<file path="src/rtl/riscv_pkg.sv">
// Shared constants and types for the hazard unit: mul/div FSM states,
// forwarding select encodings and the opcodes the forwarding path cares about.
package riscv_pkg;

    typedef enum logic {
        IDLE = 1'b0,
        BUSY = 1'b1
    } md_state_e;

    localparam logic [6:0] OPC_LUI = 7'b0110111;

    localparam logic [1:0] FWD_NONE = 2'd0;
    localparam logic [1:0] FWD_WB   = 2'd1;
    localparam logic [1:0] FWD_MEM  = 2'd2;
    localparam logic [1:0] FWD_LUI  = 2'd3;

    localparam logic [1:0] RES_LOAD = 2'b10;

endpackage

</file>
<file path="src/rtl/riscv_hzrdu_fwdsel.sv">
// Forwarding select for one E-stage source operand; purely combinational.
// x0 is never forwarded since it is hardwired to zero.
module riscv_hzrdu_fwdsel
    import riscv_pkg::*;
#(
    parameter int ADDR_W = 5
) (
    input  logic [ADDR_W-1:0] rs_e,
    input  logic [ADDR_W-1:0] rd_m,
    input  logic [ADDR_W-1:0] rd_w,
    input  logic              regw_m,
    input  logic              regw_w,
    input  logic              lui_m,
    output logic [1:0]        fwd
);

    logic src_nz;

    assign src_nz = (rs_e != '0);

    always_comb begin
        fwd = FWD_NONE;
        if (src_nz && regw_m && (rs_e == rd_m)) begin
            fwd = lui_m ? FWD_LUI : FWD_MEM;
        end else if (src_nz && regw_w && (rs_e == rd_w)) begin
            fwd = FWD_WB;
        end
    end

endmodule

</file>
<file path="src/rtl/riscv_hzrdu_scbd.sv">
// Pipeline hazard unit: operand forwarding, load-use and mul/div stalls,
// flush control, sticky mul/div timeout and saturating performance counters.
//
//   state | meaning
//   IDLE  | no multi-cycle op outstanding, busy counter held at 0
//   BUSY  | mul/div issued and waiting for valid, busy counter running
module riscv_hzrdu_scbd
    import riscv_pkg::*;
#(
    parameter int ADDR_W = 5,
    parameter int CNT_W  = 16,
    parameter int MD_TMO = 64
) (
    input  logic              i_riscv_hzrdu_clk,
    input  logic              i_riscv_hzrdu_rst,
    input  logic [ADDR_W-1:0] i_riscv_hzrdu_rs1addr_d,
    input  logic [ADDR_W-1:0] i_riscv_hzrdu_rs2addr_d,
    input  logic [ADDR_W-1:0] i_riscv_hzrdu_rs1addr_e,
    input  logic [ADDR_W-1:0] i_riscv_hzrdu_rs2addr_e,
    input  logic [ADDR_W-1:0] i_riscv_hzrdu_rdaddr_e,
    input  logic [ADDR_W-1:0] i_riscv_hzrdu_rdaddr_m,
    input  logic [ADDR_W-1:0] i_riscv_hzrdu_rdaddr_w,
    input  logic              i_riscv_hzrdu_regw_m,
    input  logic              i_riscv_hzrdu_regw_w,
    input  logic [6:0]        i_riscv_hzrdu_opcode_m,
    input  logic [1:0]        i_riscv_hzrdu_resultsrc_e,
    input  logic              i_riscv_hzrdu_pcsrc,
    input  logic              i_riscv_hzrdu_mul_en,
    input  logic              i_riscv_hzrdu_div_en,
    input  logic              i_riscv_hzrdu_valid,
    output logic [1:0]        o_riscv_hzrdu_fwda,
    output logic [1:0]        o_riscv_hzrdu_fwdb,
    output logic              o_riscv_hzrdu_stallpc,
    output logic              o_riscv_hzrdu_stallfd,
    output logic              o_riscv_hzrdu_stallde,
    output logic              o_riscv_hzrdu_stallem,
    output logic              o_riscv_hzrdu_stallmw,
    output logic              o_riscv_hzrdu_flushfd,
    output logic              o_riscv_hzrdu_flushde,
    output logic              o_riscv_hzrdu_md_tmo,
    output logic [CNT_W-1:0]  o_riscv_hzrdu_cnt_lu,
    output logic [CNT_W-1:0]  o_riscv_hzrdu_cnt_md,
    output logic [CNT_W-1:0]  o_riscv_hzrdu_cnt_fl
);

    localparam int TMO_W = $clog2(MD_TMO + 1);
    localparam logic [TMO_W-1:0] TMO_MAX = TMO_W'(MD_TMO);
    localparam logic [TMO_W-1:0] TMO_SET = TMO_W'(MD_TMO - 1);

    md_state_e        state;
    logic [TMO_W-1:0] busy_cnt;
    logic             lui_m;
    logic             lu;
    logic             md_req;
    logic             md_stall;

    assign lui_m = (i_riscv_hzrdu_opcode_m == OPC_LUI);

    riscv_hzrdu_fwdsel #(.ADDR_W(ADDR_W)) u_fwd_rs1 (
        .rs_e   (i_riscv_hzrdu_rs1addr_e),
        .rd_m   (i_riscv_hzrdu_rdaddr_m),
        .rd_w   (i_riscv_hzrdu_rdaddr_w),
        .regw_m (i_riscv_hzrdu_regw_m),
        .regw_w (i_riscv_hzrdu_regw_w),
        .lui_m  (lui_m),
        .fwd    (o_riscv_hzrdu_fwda)
    );

    riscv_hzrdu_fwdsel #(.ADDR_W(ADDR_W)) u_fwd_rs2 (
        .rs_e   (i_riscv_hzrdu_rs2addr_e),
        .rd_m   (i_riscv_hzrdu_rdaddr_m),
        .rd_w   (i_riscv_hzrdu_rdaddr_w),
        .regw_m (i_riscv_hzrdu_regw_m),
        .regw_w (i_riscv_hzrdu_regw_w),
        .lui_m  (lui_m),
        .fwd    (o_riscv_hzrdu_fwdb)
    );

    assign lu = (i_riscv_hzrdu_resultsrc_e == RES_LOAD) &&
                (i_riscv_hzrdu_rdaddr_e != '0) &&
                ((i_riscv_hzrdu_rs1addr_d == i_riscv_hzrdu_rdaddr_e) ||
                 (i_riscv_hzrdu_rs2addr_d == i_riscv_hzrdu_rdaddr_e));

    // Stall follows the request directly so a multi-cycle op holds E on its issue cycle.
    assign md_req   = i_riscv_hzrdu_mul_en || i_riscv_hzrdu_div_en;
    assign md_stall = md_req && !i_riscv_hzrdu_valid;

    assign o_riscv_hzrdu_stallpc = lu || md_stall;
    assign o_riscv_hzrdu_stallfd = lu || md_stall;
    assign o_riscv_hzrdu_stallde = md_stall;
    assign o_riscv_hzrdu_stallem = md_stall;
    assign o_riscv_hzrdu_stallmw = md_stall;
    assign o_riscv_hzrdu_flushfd = i_riscv_hzrdu_pcsrc;
    assign o_riscv_hzrdu_flushde = (lu || i_riscv_hzrdu_pcsrc) && !md_stall;

    always_ff @(posedge i_riscv_hzrdu_clk or posedge i_riscv_hzrdu_rst) begin
        if (i_riscv_hzrdu_rst) begin
            state                <= IDLE;
            busy_cnt             <= '0;
            o_riscv_hzrdu_md_tmo <= 1'b0;
        end else begin
            case (state)
                IDLE: begin
                    busy_cnt <= '0;
                    if (md_req && !i_riscv_hzrdu_valid) begin
                        state <= BUSY;
                    end
                end
                BUSY: begin
                    if (busy_cnt != TMO_MAX) begin
                        busy_cnt <= busy_cnt + TMO_W'(1);
                    end
                    // Timeout only flags; the op keeps stalling until valid or reset.
                    if (busy_cnt == TMO_SET) begin
                        o_riscv_hzrdu_md_tmo <= 1'b1;
                    end
                    if (i_riscv_hzrdu_valid) begin
                        state <= IDLE;
                    end
                end
                default: begin
                    state    <= IDLE;
                    busy_cnt <= '0;
                end
            endcase
        end
    end

    always_ff @(posedge i_riscv_hzrdu_clk or posedge i_riscv_hzrdu_rst) begin
        if (i_riscv_hzrdu_rst) begin
            o_riscv_hzrdu_cnt_lu <= '0;
            o_riscv_hzrdu_cnt_md <= '0;
            o_riscv_hzrdu_cnt_fl <= '0;
        end else begin
            if (lu && !md_stall && (o_riscv_hzrdu_cnt_lu != '1)) begin
                o_riscv_hzrdu_cnt_lu <= o_riscv_hzrdu_cnt_lu + CNT_W'(1);
            end
            if (md_stall && (o_riscv_hzrdu_cnt_md != '1)) begin
                o_riscv_hzrdu_cnt_md <= o_riscv_hzrdu_cnt_md + CNT_W'(1);
            end
            if (i_riscv_hzrdu_pcsrc && (o_riscv_hzrdu_cnt_fl != '1)) begin
                o_riscv_hzrdu_cnt_fl <= o_riscv_hzrdu_cnt_fl + CNT_W'(1);
            end
        end
    end

endmodule

</file>
<file path="config.mk">
export PLATFORM = sky130hd
export DESIGN_NAME = riscv_hzrdu_scbd
export DESIGN_NICKNAME = d
export VERILOG_FILES = /design/src/rtl/riscv_pkg.sv /design/src/rtl/riscv_hzrdu_fwdsel.sv /design/src/rtl/riscv_hzrdu_scbd.sv
export SDC_FILE = /design/constraint.sdc
export NUM_CORES = 1
export LEC_CHECK = 0
export ABC_AREA = 1
export BUFFER_PORTS_ARGS = -buffer_cell sky130_fd_sc_hd__buf_2
export CORE_UTILIZATION = 45
export CTS_BUF_LIST = sky130_fd_sc_hd__clkbuf_4 sky130_fd_sc_hd__clkbuf_8 sky130_fd_sc_hd__clkbuf_16
export DETAILED_ROUTE_END_ITERATION = 10
export GPL_TIMING_DRIVEN = 0
export PLACE_DENSITY = 0.74
export SETUP_SLACK_MARGIN = 0.15
export SLEW_MARGIN = 40
export SYNTH_ARGS = -nofsm -noshare
export SYNTH_HDL_FRONTEND = slang
export SYNTH_SLANG_ARGS = --single-unit
</file>
<file path="constraint.sdc">
create_clock -name i_riscv_hzrdu_clk -period 1.5 [get_ports i_riscv_hzrdu_clk]
set_input_delay 0 -clock i_riscv_hzrdu_clk [delete_from_list [all_inputs] [get_ports i_riscv_hzrdu_clk]]
set_output_delay 0 -clock i_riscv_hzrdu_clk [all_outputs]
set_load 0.01 [all_outputs]
</file>
==> results of run 1 <==
## worst register-to-register path, delay by kind of cell (launching register included)
kind                     cells  cell delay, ps
flip-flops                   1             370
AND/OR/NAND/NOR              6             490
buffers and inverters        3             310
adder cells (fa/ha/maj)      1             220
## cell usage in the layout, fill, tap and decap left out, drive strengths merged
cell type / instances
a21oi: 7
nand3b: 5
o21ai: 19
bufinv: 2
nor3: 20
clkbuf: 11
xnor2: 13
inv: 73
nand4: 26
o21bai: 1
o22ai: 2
xor2: 29
clkinv: 3
nand3: 28
o211ai: 1
nor2: 62
dlygate4sd3: 3
dfrtp: 57
or2: 2
clkinvlp: 2
ha: 5
nand2: 194
and3: 2
nor4: 1
buf: 170
## cell families after synthesis
| kind of cell | Yosys count |
|---|---|
| and+or+nand+nor | 340 |
| buffers and inverters | 84 |
| DFF | 57 |
| xor gates and xnor gates | 42 |
| AOI/OAI and AO/OA | 30 |
| adders and majority gates | 5 |
## power groups by stage
stage               combinational (mW)  clock [mW]  sequential [mW]
finish                            1.81        1.60             1.97
global route                      2.00        1.69             1.99
CTS                               1.56        1.62             1.95
detailed placement                1.23           0             2.02
global placement                  1.16           0             2.00
floorplan                        0.671           0             2.07
## sequential cells by signal, indices dropped and copies added, names as in the netlist
name                  cells
o_riscv_hzrdu_cnt_fl     16
o_riscv_hzrdu_cnt_lu     16
busy_cnt                  7
state                     1
o_riscv_hzrdu_cnt_md     16
o_riscv_hzrdu_md_tmo      1
## worst paths after layout
kind                                          from                       to  slack [ps]  cells past startpoint
hold reg to reg               o_riscv_hzrdu_md_tmo     o_riscv_hzrdu_md_tmo         470                      1
setup reg to reg           o_riscv_hzrdu_cnt_lu[0]  o_riscv_hzrdu_cnt_lu[8]         -20                     10
hold / removal                 i_riscv_hzrdu_pcsrc  o_riscv_hzrdu_cnt_fl[8]         110                      4
setup / recovery           o_riscv_hzrdu_cnt_lu[0]  o_riscv_hzrdu_cnt_lu[8]         -20                     10
max in group asynchronous        i_riscv_hzrdu_rst  o_riscv_hzrdu_cnt_lu[5]         620                      5
min in group asynchronous        i_riscv_hzrdu_rst  o_riscv_hzrdu_cnt_fl[3]         230                      3
## per-layer routing
layer | GRT usage [%] | share of wire [%]
met5 | 0 | 0
met4 | 8.71 | 1.7
met3 | 6.12 | 4.7
met2 | 44.1 | 53
met1 | 30.7 | 40
## per-stage QoR
step	instance area [um2]	hold slack [ps]	power, mW
4_1_cts	5360	110	5.14
3_5_place_dp	4680	41.7	3.25
6_report	5770	109	5.38
5_1_grt	5770	128	5.68
2_1_floorplan	3940	63.1	2.74
3_3_place_gp	4620	168	3.16
## area by class of cell
cell class	instances	area [um2]
fill	657	2490
inverter	73	290
sequential	57	1440
multi-input combinational	417	2470
timing repair inverter	1	11.3
buffer	11	115
tap	105	131
timing repair buffer	163	1100
clock inverter	6	82.6
clock buffer	10	131
## timing repair
action | CTS | global route
hold endpoints to repair | 34 | 0
hold buffers | 3 | 0
gates resized for setup | 48 | 80
pin swaps | 13 | 31
buffers inserted | 26 | 16
endpoints found under the setup margin | 50 | 52
gates cloned | 4 | 2
==> summary.md, run 1 <==
| Metric | Value |
|---|---|
| CP Class | flip-flop to flip-flop |
| Vertical extent of the die | 94.6 um |
| Number of CTS-inserted buffers | 9 |
| Worst hold-check path type | input port to flip-flop |
| Category of the worst setup path capture point | flip-flop |
| Total of endpoints with negative setup slack in the final report | 2 |
| Yosys Warn Count | 0 |
| Number of antenna diodes | 0 |
| Max-Cap Viols | 0 |
| Worst Skew | 8.12 ps |
| Share of final-layout standard cells stronger than drive strength 1 | 41.1% |
| Minimum clock period | 1520 ps |
| Number of cells in the finished layout apart from fillers | 843 |
| Drt wl/cell | 13.6 um |
| Final wirelength | 11.5 mm |
| Total negative slack for setup checks | -28.5 ps |
| Number of buffers and inverters on the critical path | 3 |
| Critical path data arrival time | 1750 ps |
| Number of design rule violations left after detail routing | 0 |
| Effective utilization at floorplan | 46.7% |
| Leak pwr | 3.06 nW |
| Arithmetic-cell share of the synthesized area counting full adders, half adders and majority gates | 1.62% |
| Util after Layout | 69.9% |
| Share of synthesized cell area in and, or, nand and nor gates | 38.2% |
| Syn_nets | 615 |
| Area share of the largest cell type after synthesis | 37.0% |
| Crit-path max cell delay | 370 ps |
| PnR worst setup slack | -23.2 ps |
| Power per standard cell area | 933 nW/um2 |
| Number of instances in the synthesized netlist | 558 |
| Net switching power | 1.87 mW |
| DRC violation total after the first TritonRoute iteration | 124 |
| Slowest-stage cell, CP | dfrtp_1 |
| Unique masters post-synth | 30 |
| Fraction of the yosys area taken by sequential cells | 37.0% |
| Global Route Usage Sum | 25.4% |
| Top cells by area, synth | dfrtp_1, nand2_1, xor2_1 |
| EDFF count, synth | 0 |
| Kind of cell adding the most delay to the critical path | simple AND/OR/NAND/NOR gates |
| Most instantiated flip-flop cell in the synthesis netlist | dfrtp_1 |
| Slew at the pin closest to its max-slew limit | 625 ps |
| Post-Synthesis Cell Area | 3850 um2 |
| Core Box Area | 8260 um2 |
| Complex-gate fraction of the synthesized area | 4.09% |
| Pin count of the biggest net entering global routing | 25 |
| CP dominant cell by count | nand4_1 |
| Share of power burned in the clock network | 29.8% |
| Required time at the worst-slack endpoint | 1720 ps |
| Root buf cell | clkbuf_8 |
| Number of register bits inferred by synthesis | 57 |
| Violations in the final reports | setup timing |
| Portion of netlist area occupied by mux cells | 0% |
| Global-route wire length before repair | 17.8 mm |
| Setup slack after placement | -82.3 ps |
| Cell-by-cell listing of the critical path | ha_2 -> nand2_4 -> nor2_4 -> nand4_1 -> nand2_2 -> inv_4 -> buf_12 -> clkbuf_16 -> nand4_1 -> nand2_1 |
| Mapped Avg Cell Area | 6.91 um2 |
| Synth top cells by count | nand2_1, inv_1, nor2_1, dfrtp_1, xor2_1 |
| Vias in the first global route | 4050 |
| Result of the run | complete, but fails checks |
| Xor-xnor portion of the synthesized cell area | 9.54% |
| Number of nets in the layout | 790 |
| Part of the power in combinational logic | 33.7% |
| Number of buffers inserted by port buffering | 111 |
| Clock Pin Slew Worst Setup and Hold Paths | 70 ps |
| Relative area change from synthesis to final layout | 49.7% |
| Worst ir drop on vdd | 0.000712 V |
| Most frequent cell after synthesis | nand2_1 |
| Routed vias | 4325 |
| Clock Sink Count | 57 |
| Number of placed cells counting well taps | 776 |
| Weighted congestion at the end of routability-driven global placement | 0.865 |
| RSZ-0062 raised after global routing | true |
| Power share of the sequential group | 36.6% |
| Antenna violations before repair | 0 |
| CTS Buffer Depth | 2 |
| Hold violation count in the final report | 0 |
| Antenna Nets Post-Route | 0 |
| Final cycle utilization of the critical path | 102% |
| Via density per instance | 5.13 |
| Worst-case headroom to the max-slew limit | 58.2% |
| Crit Path Max Fanout | 5 |
| Die Area | 8940 um2 |
| Largest family of logic cells by synthesized area | simple AND/OR/NAND/NOR gates |
| GR Overflow Total | 0 |
| Drt pass-1 iters | 4 |
| Library cell with the largest summed area after synthesis | dfrtp_1 |
| Maximum clock frequency | 657 MHz |
| Startpoint type of the worst setup path | flip-flop |
| Switching Share | 34.7% |
| Ports placed on the boundary | 112 |
| Count of final max-slew check failures | 0 |
| Fraction of synthesis flops using an asynchronous set or reset pin | 100% |
| Later-pin clock latency in the skew report | 350 ps |
| Width of the chip | 94.6 um |
| Post-detailed-placement half-perimeter wirelength | 7.31 mm |
| Cell Rows | 33 |
| Cell-internal power | 3.52 mW |
| Level count of the clock H-tree | 3 |
| TritonCTS clock tree | done |
(Power assumes the default switching activity.)
==> run 2: changes to the inputs <==
Settings changed: BUFFER_PORTS_ARGS -buffer_cell sky130_fd_sc_hd__buf_2 to -buffer_cell sky130_fd_sc_hd__clkbuf_2.
==> run 2 against run 1 <==
  * Maximum frequency is 1.2% lower
  * Via count is 0.90% higher
  * Global-route usage is 1.0 points lower
  * Largest power group unchanged
  * First-iteration DRC count is 37% higher
  * Register-to-register slack worse by 20 ps
  * Critical path depth is 3 lower
  * The run still ends with setup timing left
  * Core utilization is 0.39 points higher
  * Critical path type unchanged
==> summary.md, run 2 (synthesis gave the netlist of run 1 again) <==
| Metric | Value |
|---|---|
| Worst Skew | 14.3 ps (was 8.12 ps) |
| Most common cell after layout, fill and taps aside | nand2_1 (unchanged) |
| Reg area | 1440 um2 (about the same) |
| Cell Rows | 33 (unchanged) |
| Via density per instance | 5.12 (was 5.13) |
| Vias in the first global route | 4003 (was 4050) |
| Antenna Nets Post-Route | 0 (unchanged) |
| Width of the chip | 94.6 um (unchanged) |
| Number of CTS-inserted buffers | 9 (unchanged) |
| Hold violation count in the final report | 0 (unchanged) |
| Largest registers | o_riscv_hzrdu_cnt_fl x16, o_riscv_hzrdu_cnt_lu x16, o_riscv_hzrdu_cnt_md x16 (unchanged) |
| Global-route wire length before repair | 17.2 mm (was 17.8 mm) |
| Maximum clock frequency | 648 MHz (was 657 MHz) |
| Result of the run | complete, but fails checks (unchanged) |
| Post-detailed-placement half-perimeter wirelength | 7.48 mm (was 7.31 mm) |
| Critical path data arrival time | 1750 ps (about the same) |
| Multi-input gate area | 2430 um2 (was 2470 um2) |
| Level count of the clock H-tree | 3 (unchanged) |
| Worst-case headroom to the max-slew limit | 55.8% (was 58.2%) |
| Leak pwr | 3.07 nW (was 3.06 nW) |
| Worst ir drop on vdd | 0.000878 V (was 0.000712 V) |
| Number of placed cells counting well taps | 777 (was 776) |
| Crit Path Max Fanout | 5 (unchanged) |
| Violations in the final reports | setup timing (unchanged) |
| CP Class | flip-flop to flip-flop (unchanged) |
| Drt pass-1 iters | 4 (unchanged) |
| Number of antenna diodes | 0 (unchanged) |
| Total of endpoints with negative setup slack in the final report | 9 (was 2) |
| GR Overflow Total | 0 (unchanged) |
| Category of the worst setup path capture point | flip-flop (unchanged) |
| Final cycle utilization of the critical path | 103% (was 102%) |
| Number of buffers inserted by port buffering | 111 (unchanged) |
| Power per standard cell area | 956 nW/um2 (was 933 nW/um2) |
| Relative area change from synthesis to final layout | 50.6% (was 49.7%) |
| Antenna violations before repair | 0 (unchanged) |
| Clock Sink Count | 57 (unchanged) |
| Global Route Usage Sum | 24.4% (was 25.4%) |
| Crit-path max cell delay | 410 ps (was 370 ps) |
| Routed vias | 4364 (was 4325) |
| Die Area | 8940 um2 (unchanged) |
| Minimum clock period | 1540 ps (was 1520 ps) |
| Cell-by-cell listing of the critical path | inv_1 -> nor3_4 -> nand3_2 -> nand2_4 -> buf_8 -> nor2_4 -> xor2_1 (was ha_2 -> nand2_4 -> nor2_4 -> nand4_1 -> nand2_2 -> inv_4 -> buf_12 -> clkbuf_16 -> nand4_1 -> nand2_1) |
| Effective utilization at floorplan | 46.7% (unchanged) |
| Setup slack after placement | -95.6 ps (was -82.3 ps) |
| DRC violation total after the first TritonRoute iteration | 170 (was 124) |
| Required time at the worst-slack endpoint | 1710 ps (was 1720 ps) |
| Core Box Area | 8260 um2 (unchanged) |
| Leading cell types in the layout, fill and taps excluded | nand2_1, clkbuf_2, inv_1 (was nand2_1, buf_2, inv_1) |
| Slew at the pin closest to its max-slew limit | 661 ps (was 625 ps) |
| Pin count of the biggest net entering global routing | 19 (was 25) |
| Final instance area | 5800 um2 (was 5770 um2) |
| Ports placed on the boundary | 112 (unchanged) |
| TritonCTS clock tree | done (unchanged) |
| PnR worst setup slack | -42.1 ps (was -23.2 ps) |
| Number of design rule violations left after detail routing | 0 (unchanged) |
| Weighted congestion at the end of routability-driven global placement | 0.869 (was 0.865) |
| Final wirelength | 11.8 mm (was 11.5 mm) |
| Vertical extent of the die | 94.6 um (unchanged) |
| Share of final-layout standard cells stronger than drive strength 1 | 41.4% (was 41.1%) |
| Area post-placement | 4690 um2 (was 4680 um2) |
| Power consumption | 5.55 mW (was 5.38 mW) |
| Clock Pin Slew Worst Setup and Hold Paths | 70 ps (about the same) |
| Number of cells in the finished layout apart from fillers | 853 (was 843) |
| Total negative slack for setup checks | -173 ps (was -28.5 ps) |
| Slowest-stage cell, CP | dfrtp_1 (unchanged) |
| Later-pin clock latency in the skew report | 340 ps (was 350 ps) |
| Max-Cap Viols | 0 (unchanged) |
| Count of final max-slew check failures | 0 (unchanged) |
| Worst hold-check path type | input port to flip-flop (unchanged) |
| Root buf cell | clkbuf_8 (unchanged) |
| CTS Buffer Depth | 2 (unchanged) |
| Startpoint type of the worst setup path | flip-flop (unchanged) |
| RSZ-0062 raised after global routing | true (unchanged) |
| Number of nets in the layout | 802 (was 790) |
| Drt wl/cell | 13.9 um (was 13.6 um) |
| Fill cell total of the finished layout | 642 (was 657) |
-- run 2: changes by cell type in the layout (fill, tap and decap cells not counted), sizes merged --
cell / before / now
buf: 170 / 73
inv: 73 / 72
clkinvlp: 2 / 1
clkbuf: 11 / 122
clkinv: 3 / 1
-- run 2: what timing repair did --
action                                  CTS  global route
setup buffers                            28            26
resized for setup                        37            85
endpoints found under the setup margin   50            52
cloned                                    5             0
hold endpoints to repair                 40             1
hold buffers                              1             2
pin swaps                                14            30
-- run 2: routing by layer --
layer,vias to the layer above,GRT usage [%],part of all wire (%)
met5,-,0,0
met4,0,10.7,2.0
met1,2047,29.4,41
li1,2133,-,-
met3,24,4.35,4.9
met2,160,42.5,52
-- run 2: path summary, 6_finish.rpt --
| path | from | end | slack, ps | cells after the start |
|---|---|---|---|---|
| min in group asynchronous | i_riscv_hzrdu_rst | o_riscv_hzrdu_cnt_fl[7] | 180 | 3 |
| worst min register to register | o_riscv_hzrdu_md_tmo | o_riscv_hzrdu_md_tmo | 500 | 1 |
| worst max-delay path | o_riscv_hzrdu_cnt_fl[9] | o_riscv_hzrdu_cnt_fl[5] | -40 | 7 |
| worst max register to register | o_riscv_hzrdu_cnt_fl[9] | o_riscv_hzrdu_cnt_fl[5] | -40 | 7 |
| worst min-delay path | i_riscv_hzrdu_resultsrc_e[1] | o_riscv_hzrdu_cnt_lu[1] | 110 | 5 |
| max in group asynchronous | i_riscv_hzrdu_rst | o_riscv_hzrdu_cnt_lu[9] | 740 | 5 |
-- run 2: layout make-up --
| class | count | area share [%] |
|---|---|---|
| Multi-Input combinational cell | 417 | 41.8 |
| Sequential cell | 57 | 24.7 |
| Timing Repair Buffer | 176 | 20.6 |
| Inverter | 73 | 5.00 |
| Clock buffer | 11 | 2.61 |
| Tap cell | 105 | 2.26 |
| Buffer | 11 | 1.85 |
| Clock inverter | 3 | 1.12 |
-- run 2: power by group --
group / internal (mW) / switching (mW) / leakage, nW
logic: 0.896 / 1.06 / 2.21
registers: 1.75 / 0.228 / 0.748
clock network: 1.01 / 0.618 / 0.111
-- run 2: critical path: cells and delay by family (launching register included) --
family | cells | cell delay (ps)
xor+xnor | 1 | 150
flops | 1 | 410
simple gates | 4 | 560
buf+inv | 2 | 280
-- run 2: metrics by stage --
step / util, % / hold WS [ps]
floorplan: - / 63.1
global placement: 56.0 / 170
detailed placement: 56.8 / -25.6
CTS: 64.5 / -176
global route: 70.3 / 142
finish: 70.3 / 113
==> run 3: changes to the inputs <==
==> constraint.sdc (replaced) <==
create_clock -name i_riscv_hzrdu_clk -period 1.5 [get_ports i_riscv_hzrdu_clk]
set_input_delay 0.15 -clock i_riscv_hzrdu_clk [delete_from_list [all_inputs] [get_ports i_riscv_hzrdu_clk]]
set_output_delay 0.15 -clock i_riscv_hzrdu_clk [all_outputs]
set_load 0.01 [all_outputs]
==> run 3 against run 2 <==
  * Critical endpoint is now o_riscv_hzrdu_cnt_lu[2]
  * Count of clock-buffer cells in the layout decreased by 1
  * Non-clock buffer count decreased by 8
  * Setup slack improved by 59 ps
  * Worst hold slack got worse by 30 ps
  * Combinational power decreased by 4%
  * Via count decreased by 2.1%
  * Routed wire length decreased by 4.9%
  * Maximum frequency increased by 4.0%
  * Largest power group unchanged
  * The flow now finishes without violations
==> summary.md, run 3 (synthesis gave the netlist of run 1 again) <==
| Metric | Value |
|---|---|
| Die Area | 8940 um2 (unchanged) |
| Core Box Area | 8260 um2 (unchanged) |
| Crit-path max cell delay | 430 ps (was 410 ps) |
| Worst ir drop on vdd | 0.000670 V (was 0.000878 V) |
| Number of placed cells counting well taps | 776 (was 777) |
| Ports placed on the boundary | 112 (unchanged) |
| Worst Skew | 7.18 ps (was 14.3 ps) |
| Antenna Nets Post-Route | 0 (unchanged) |
| Startpoint of the lowest-slack hold path | i_riscv_hzrdu_mul_en (was i_riscv_hzrdu_resultsrc_e[1]) |
| Number of design rule violations left after detail routing | 0 (unchanged) |
| Global Route Usage Sum | 24.5% (was 24.4%) |
| DRC violation total after the first TritonRoute iteration | 165 (was 170) |
| Final wirelength | 11.2 mm (was 11.8 mm) |
| Routed vias | 4271 (was 4364) |
| RSZ-0062 raised after global routing | true (unchanged) |
| Root buf cell | clkbuf_8 (unchanged) |
| Antenna violations before repair | 0 (unchanged) |
| Level count of the clock H-tree | 3 (unchanged) |
| Width of the chip | 94.6 um (unchanged) |
| Total negative slack for setup checks | 0 ps (was -173 ps) |
| CTS Buffer Depth | 2 (unchanged) |
| Number of buffers inserted by port buffering | 111 (unchanged) |
| Kind of cell adding the most delay to the critical path | simple AND/OR/NAND/NOR gates (unchanged) |
| Clock Sink Count | 57 (unchanged) |
| Cell-by-cell listing of the critical path | ha_4 -> nand2_4 -> nor2_4 -> nand4_1 -> nand2_2 -> inv_4 -> nand3_4 -> buf_8 -> nand2_4 -> nand2_2 (was inv_1 -> nor3_4 -> nand3_2 -> nand2_4 -> buf_8 -> nor2_4 -> xor2_1) |
| Path depth of the worst reg2reg path | 10 (was 7) |
| Drt pass-1 iters | 5 (was 4) |
| Hold violation count in the final report | 0 (unchanged) |
| Drt wl/cell | 13.3 um (was 13.9 um) |
| Final cycle utilization of the critical path | 98.9% (was 103%) |
| Most common cell after layout, fill and taps aside | nand2_1 (unchanged) |
| Effective utilization at floorplan | 46.7% (unchanged) |
| Setup slack after placement | -155 ps (was -95.6 ps) |
| Weighted congestion at the end of routability-driven global placement | 0.873 (was 0.869) |
| Hold Worst Slack | 83.5 ps (was 113 ps) |
| Largest registers | o_riscv_hzrdu_cnt_fl x16, o_riscv_hzrdu_cnt_lu x16, o_riscv_hzrdu_cnt_md x16 (unchanged) |
| Total of endpoints with negative setup slack in the final report | 0 (was 9) |
| Number of nets in the layout | 794 (was 802) |
| Leak pwr | 3.00 nW (was 3.07 nW) |
| Leading cell types in the layout, fill and taps excluded | nand2_1, clkbuf_2, inv_1 (unchanged) |
| Worst hold-check path type | input port to flip-flop (unchanged) |
| Crit Path Max Fanout | 6 (was 5) |
| Number of cells in the finished layout apart from fillers | 847 (was 853) |
| Global-route wire length before repair | 17.2 mm (about the same) |
| Worst-case headroom to the max-slew limit | 63.7% (was 55.8%) |
| Result of the run | finished clean (was complete, but fails checks) |
| Later-pin clock latency in the skew report | 340 ps (about the same) |
| Category of the worst setup path capture point | flip-flop (unchanged) |
| Maximum clock frequency | 674 MHz (was 648 MHz) |
| Cell Rows | 33 (unchanged) |
| TritonCTS clock tree | done (unchanged) |
| Vertical extent of the die | 94.6 um (unchanged) |
| Fill cell total of the finished layout | 660 (was 642) |
| Reg2Reg Setup Slack | 20 ps (was -40 ps) |
| Depth of the worst hold-timing path | 3 (was 5) |
| Critical path data arrival time | 1710 ps (was 1750 ps) |
| Capture point of the worst reg-to-reg path | o_riscv_hzrdu_cnt_lu[2] (was o_riscv_hzrdu_cnt_fl[5]) |
| Slew at the pin closest to its max-slew limit | 543 ps (was 661 ps) |
| Final instance area | 5730 um2 (was 5800 um2) |
| Startpoint type of the worst setup path | flip-flop (unchanged) |
| Required time at the worst-slack endpoint | 1730 ps (was 1710 ps) |
| Number of antenna diodes | 0 (unchanged) |
| Number of CTS-inserted buffers | 9 (unchanged) |
| Worst r2r src | o_riscv_hzrdu_cnt_lu[0] (was o_riscv_hzrdu_cnt_fl[9]) |
| Count of final max-slew check failures | 0 (unchanged) |
| Post-detailed-placement half-perimeter wirelength | 7.22 mm (was 7.48 mm) |
| Worst Hold End | state (was o_riscv_hzrdu_cnt_lu[1]) |
| GR Overflow Total | 0 (unchanged) |
| Number of buffers and inverters on the critical path | 2 (unchanged) |
| Via density per instance | 5.04 (was 5.12) |
| CP Class | flip-flop to flip-flop (unchanged) |
| Power consumption | 5.45 mW (was 5.55 mW) |
| Max-Cap Viols | 0 (unchanged) |
| Util after Layout | 69.4% (was 70.3%) |
| Clock Pin Slew Worst Setup and Hold Paths | 70 ps (about the same) |
| Power per standard cell area | 951 nW/um2 (was 956 nW/um2) |
| Slowest-stage cell, CP | dfrtp_2 (was dfrtp_1) |
| Relative area change from synthesis to final layout | 48.6% (was 50.6%) |
| Pin count of the biggest net entering global routing | 22 (was 19) |
| Vias in the first global route | 3979 (was 4003) |
| Share of final-layout standard cells stronger than drive strength 1 | 40.2% (was 41.4%) |
| Area post-placement | 4690 um2 (about the same) |
| Minimum clock period | 1480 ps (was 1540 ps) |
| PnR worst setup slack | 16.7 ps (was -42.1 ps) |
-- run 3: cell types whose count changed in the layout (fill, tap and decap cells not counted), sizes merged --
cell and delta:
clkbuf -2, clkinvlp +1, clkinv +2, dlygate4sd3 -1, buf -6
-- run 3: worst register-to-register path, stage by stage, from the launching register on --
cell	delay (ps)
dfrtp_2	430
ha_4	170
nand2_4	60
nor2_4	40
nand4_1	80
nand2_2	70
inv_4	70
nand3_4	140
buf_8	190
nand2_4	50
nand2_2	60
-- run 3: timing repair --
action                                 in CTS  in global routing
buffers inserted                           26                 22
pin swaps                                  20                 28
endpoints found under the hold margin      18                  0
gates resized for setup                    45                 70
hold buffers                                2                  0
setup endpoints to repair                  54                 60
gates cloned                                5                  0
-- run 3: final cells by class --
class	instances	area [um2]	area share (%)
Clock inverter	6	82.6	1.44
Sequential cell	57	1440	25.1
Timing Repair Buffer	168	1090	19.0
Inverter	73	288	5.02
Multi-Input combinational cell	417	2460	43.0
Tap cell	105	131	2.29
Buffer	11	104	1.81
Clock buffer	10	131	2.29
-- run 3: routing by layer --
layer,up-vias,wire [um],track usage [%]
li1,2122,-,-
met1,2003,4690,28.5
met2,132,5820,44.1
met3,14,582,4.91
met4,0,153,9.47
met5,-,0,0
-- run 3: report_power, final --
| group | total (mW) | leakage, nW | internal, mW | switching [mW] |
|---|---|---|---|---|
| Combinational | 1.88 | 2.14 | 0.871 | 1.00 |
| Clock | 1.60 | 0.109 | 0.945 | 0.656 |
| Sequential | 1.97 | 0.743 | 1.75 | 0.226 |
| Total | 5.45 | 3.00 | 3.56 | 1.89 |
-- run 3: worst max path at each step --
stage	from	end	cells past startpoint
after floorplan	o_riscv_hzrdu_cnt_lu[1]	o_riscv_hzrdu_cnt_lu[5]	10
after global placement	i_riscv_hzrdu_div_en	o_riscv_hzrdu_cnt_lu[1]	10
after detailed placement	i_riscv_hzrdu_div_en	o_riscv_hzrdu_cnt_lu[2]	10
after CTS	o_riscv_hzrdu_cnt_lu[0]	o_riscv_hzrdu_cnt_lu[2]	10
after global routing	o_riscv_hzrdu_cnt_fl[7]	o_riscv_hzrdu_cnt_fl[12]	9
final	o_riscv_hzrdu_cnt_lu[0]	o_riscv_hzrdu_cnt_lu[2]	10
